===== config.mk =====
export PLATFORM = sky130hd
export DESIGN_NAME = sar_search
export DESIGN_NICKNAME = d
export VERILOG_FILES = /design/src/rtl/sar_search_pkg.sv /design/src/rtl/sar_search.sv
export SDC_FILE = /design/constraint.sdc
export NUM_CORES = 1
export LEC_CHECK = 0
export ABC_AREA = 1
export CAP_MARGIN = 0
export CORE_MARGIN = 4
export CORE_UTILIZATION = 60
export DETAILED_ROUTE_END_ITERATION = 8
export DONT_BUFFER_PORTS = 1
export PLACE_DENSITY = 0.76
export SYNTH_ARGS = -nofsm -noshare
export SYNTH_HDL_FRONTEND = slang
export SYNTH_SLANG_ARGS = --single-unit

===== constraint.sdc =====
create_clock -name clk -period 3 [get_ports clk]
set_input_delay 0.6 -clock clk [delete_from_list [all_inputs] [get_ports clk]]
set_output_delay 0.6 -clock clk [all_outputs]
set_load 0.05 [all_outputs]

===== src/rtl/sar_search_pkg.sv =====
// rtl/sar_search_pkg.sv - shared state type, range constant and width helper for sar_search
package sar_search_pkg;

    typedef enum logic {
        IDLE  = 1'b0,
        PROBE = 1'b1
    } state_t;

    localparam int DEF_WIDTH = 4;
    localparam int MAX       = (1 << DEF_WIDTH) - 1;

    function automatic int clog2(input int value);
        int r;
        r = 0;
        while ((1 << r) < value) begin
            r = r + 1;
        end
        return r;
    endfunction

endpackage


===== src/rtl/sar_search.sv =====
// rtl/sar_search.sv - successive-approximation search driving the b operand of a magnitude comparator
module sar_search
    import sar_search_pkg::*;
#(
    parameter int WIDTH = DEF_WIDTH
) (
    input  logic             clk,
    input  logic             rst,
    input  logic             start,
    input  logic             oa,
    input  logic             oe,
    input  logic             ob,
    output logic [WIDTH-1:0] guess,
    output logic             busy,
    output logic             done,
    output logic             hit,
    output logic [WIDTH-1:0] found,
    output logic             err
);

    localparam int               CW   = clog2(WIDTH + 2);
    localparam logic [WIDTH-1:0] MAXV = {WIDTH{1'b1}};

    state_t           state_q, state_d;
    logic [WIDTH-1:0] lo_q, lo_d;
    logic [WIDTH-1:0] hi_q, hi_d;
    logic [CW-1:0]    cnt_q, cnt_d;
    logic [WIDTH-1:0] found_q, found_d;
    logic             hit_q, hit_d;
    logic             err_q, err_d;
    logic             done_q, done_d;
    logic [WIDTH:0]   sum;
    logic             flags_onehot;
    logic             fail;

    // Midpoint needs the carry bit so lo+hi cannot wrap before the halving.
    assign sum   = {1'b0, lo_q} + {1'b0, hi_q};
    assign guess = WIDTH'(sum >> 1);

    assign busy  = (state_q == PROBE);
    assign done  = done_q;
    assign hit   = hit_q;
    assign found = found_q;
    assign err   = err_q;

    assign flags_onehot = ({oa, oe, ob} == 3'b100) || ({oa, oe, ob} == 3'b010) ||
                          ({oa, oe, ob} == 3'b001);
    // Traps inconsistent comparators before lo/hi could step past the range ends.
    assign fail = !flags_onehot || (oa && guess == MAXV) || (ob && guess == '0) ||
                  (cnt_q == CW'(WIDTH) && !oe);

    always_comb begin
        state_d = state_q;
        lo_d    = lo_q;
        hi_d    = hi_q;
        cnt_d   = cnt_q;
        found_d = found_q;
        hit_d   = hit_q;
        err_d   = err_q;
        done_d  = 1'b0;
        if (state_q == IDLE) begin
            if (start) begin
                lo_d    = '0;
                hi_d    = MAXV;
                cnt_d   = '0;
                err_d   = 1'b0;
                hit_d   = 1'b0;
                found_d = '0;
                state_d = PROBE;
            end
        end else begin
            if (fail) begin
                err_d   = 1'b1;
                hit_d   = 1'b0;
                done_d  = 1'b1;
                state_d = IDLE;
            end else if (oe) begin
                found_d = guess;
                hit_d   = 1'b1;
                done_d  = 1'b1;
                state_d = IDLE;
            end else if (oa) begin
                lo_d  = guess + WIDTH'(1);
                cnt_d = cnt_q + CW'(1);
            end else begin
                hi_d  = guess - WIDTH'(1);
                cnt_d = cnt_q + CW'(1);
            end
        end
    end

    always_ff @(posedge clk or posedge rst) begin
        if (rst) begin
            state_q <= IDLE;
            lo_q    <= '0;
            hi_q    <= MAXV;
            cnt_q   <= '0;
            found_q <= '0;
            hit_q   <= 1'b0;
            err_q   <= 1'b0;
            done_q  <= 1'b0;
        end else begin
            state_q <= state_d;
            lo_q    <= lo_d;
            hi_q    <= hi_d;
            cnt_q   <= cnt_d;
            found_q <= found_d;
            hit_q   <= hit_d;
            err_q   <= err_d;
            done_q  <= done_d;
        end
    end

endmodule


==> impl_metrics.ini <==
[setup_path]
cp_max_fo = 7
critical_path_required_ns = 3.25
crit_path_start_kind = flip-flop
crit_type = reg2reg
crit_arrival_ns = 2.64
cp-end-kind = flip-flop

[synth]
synth_top_family_by_area = simple AND/OR/NAND/NOR gates
synthTopCellsByArea = dfrtp_1 29%, nand2_1 12%, dfstp_2 8.2%
async_reset_ff_share_pct = 100
ys_ff_latch = 19
synthesis.nets = 168
ys.flop_type = dfrtp_1
yosysSeqAreaShare_pct = 37.4
syn_inst = 153
synth_compound_area_share_pct = 5.36
synth.most_common_cell = nand2_1
synthSimpleGateAreaFrac_pct = 40.0
synth_xor_area_share_pct = 1.95
yosysUniqueCellTypes = 27
synth_fa_ha_area_share_pct = 9.35
yosys.area.top_type_share_pct = 29.2
synth_mux_area_share_pct = 0
synth_edf_count = 0
mappedNetlistArea_sq_um = 1280
syn_avg_cell_area_sq_um = 8.40
yosys-top-cells-count = 42 x nand2_1, 21 x nand3_1, 15 x dfrtp_1
ys_warn_count = 0
yosysTopAreaCell = dfrtp_1

[clocking]
clkTransAtPathRegs_ns = 0.11
cts-root-buf = clkbuf_4
numClockSinks = 19
cts_buffers = 3
post_cts_buffers = 0
cts.repair.resized = 0
clk_latency_ns = 0.30
cts.path.max_buffers = 2
cts_tree = done
htreeDepth = 1
ctsHoldBuffers = 0

[route]
wl_mm = 2.55
vias = 1027
firstDrtPassIters = 5
drt_iter0_markers = 24
via_per_inst = 5.49
avgRoutedWirePerCell_microns = 13.7
route.detailed.drc = 0
antenna_left = 0

[sta]
finalMaxSlewViolations = 0
rsz0062_at_grt = false
fmax_mhz = 417
fin_crit_ns = 2.40
slew_headroom_pct = 52.8
tns_ns = 0
skew_ns = 0.00627
tightest_slew_ns = 0.707
hold_viol = 0
setup_viol = 0
post-route-period-util_pct = 79.8

[placement]
post_dp_cell_area_sq_um = 1340
portBuffers = 0
gp_congestion = 0.963
hpwl_mm = 2.01

[final_layout]
diodes = 0
post_route_cells_drive_above_1_share_pct = 23.1
fill_cells = 167
fin_nets = 176
area_delta_synth_final_pct = 6.72
final_area_sq_um = 1370

[hold_path]
hold_class = in2async

[floorplan]
core_area_sq_um = 2000
rows = 16
die_x_microns = 54.3
pin_count = 18
dieArea_sq_um = 2950
die_h_microns = 54.3
start_util_pct = 64.2

[grt]
grt_pass1_wl_mm = 4.36
grt.total_usage_pct = 21.0
grt_overflow = 0
antenna_found_initial = 0
grt_max_degree = 20
grt_pass1_vias = 967

[outcome]
status = complete, no violations

[run]
maxCapViolations = 0
layout make-up:
type | count | area (sq um) | area share [%]
Clock buffer | 3 | 22.5 | 1.64
Multi-Input combinational cell | 114 | 728 | 53.1
Clock inverter | 1 | 5.00 | 0.365
Timing Repair Buffer | 4 | 30.0 | 2.19
Inverter | 19 | 71.3 | 5.20
Tap cell | 27 | 33.8 | 2.46
Sequential cell | 19 | 480 | 35.0
per-stage QoR:
| step | setup slack [ns] | hold WS (ns) | util, % | cells |
|---|---|---|---|---|
| final | 0.605 | 0.283 | 68.5 | 187 |
| after global routing | 0.415 | 0.331 | 68.5 | 187 |
| after CTS | 0.609 | 0.307 | 68.5 | 187 |
| after detailed placement | 0.643 | 0.458 | 67.1 | 183 |
| after global placement | 0.686 | 0.454 | 67.1 | 183 |
| after floorplan | 0.353 | 0.442 | - | 153 |
critical path, cell delays in order (launching register included):
cell and delay [ns]:
dfstp_2 0.54, nand2_1 0.06, inv_2 0.07, fa_1 0.53, inv_1 0.20, ha_1 0.17, nand2_1 0.04, nor2_1 0.18
nand2_4 0.09, nand3_4 0.12, nand2_4 0.08, nand3_2 0.13, nand2_1 0.07, nand2_1 0.06
worst paths after layout:
kind | from | end | slack [ns] | cells after the start
max in group asynchronous | rst | lo_q[2] | 2.26 | 1
max | hi_q[0] | hi_q[1] | 0.60 | 13
max reg2reg | hi_q[0] | hi_q[1] | 0.60 | 13
min in group clk | hi_q[0] | hi_q[0] | 0.47 | 2
min reg2reg | hi_q[0] | hi_q[0] | 0.47 | 2
min | rst | found[1] | 0.28 | 1
cells in the final DEF, fill, tap and decap left out:
| master | netlist | layout |
|---|---|---|
| nand2_1 | 42 | 42 |
| nand3_1 | 21 | 21 |
| dfrtp_1 | 15 | 15 |
| inv_1 | 14 | 14 |
| ha_1 | 8 | 8 |
| nand2_2 | 5 | 5 |
| nand2_4 | 5 | 5 |
| a21oi_1 | 5 | 5 |
| inv_2 | 4 | 4 |
| nor2_1 | 4 | 4 |
| o21ai_1 | 4 | 4 |
| dfstp_2 | 4 | 4 |
| buf_4 | 0 | 4 |
| nand3_2 | 3 | 3 |
| o21ai_0 | 3 | 3 |
| clkbuf_4 | 0 | 3 |
| nor2_4 | 2 | 2 |
| nand3_4 | 2 | 2 |
| nand4_1 | 2 | 2 |
| clkinv_1 | 1 | 1 |
| a21oi_2 | 1 | 1 |
| nor2b_4 | 1 | 1 |
| nand4_4 | 1 | 1 |
| xnor2_1 | 1 | 1 |
| xor2_2 | 1 | 1 |
| or2_1 | 1 | 1 |
| nand3b_1 | 1 | 1 |
| fa_1 | 1 | 1 |
| clkinv_2 | 0 | 1 |
sequential cells by signal, indices dropped and copies added (netlist names):
register / count
done: 1
busy: 1
hit: 1
lo_q: 4
cnt_q: 3
hi_q: 4
err: 1
found: 4
cell families (layout without fill, tap and decap cells):
logic type               count (synthesis)  count (layout)
buffers and inverters                   20              27
adder cells (fa/ha/maj)                  9               9
AND/OR/NAND/NOR                         90              90
XOR/XNOR                                 2               2
AO/OA/AOI/OAI                           13              13
flip-flops                              19              19
routing by layer:
metal / wire [microns] / share of wire (%) / up-vias / track usage (%)
met5: 0 / 0 / - / 0
met4: 61 / 2.4 / 0 / 11.2
met3: 103 / 4.0 / 6 / 3.00
met2: 1190 / 47 / 24 / 31.9
met1: 1200 / 47 / 488 / 28.8
li1: - / - / 509 / -
Power is left out: the tool's default activity adds up to more than one toggle a clock period on the data nets, which glitch-free logic cannot reach.
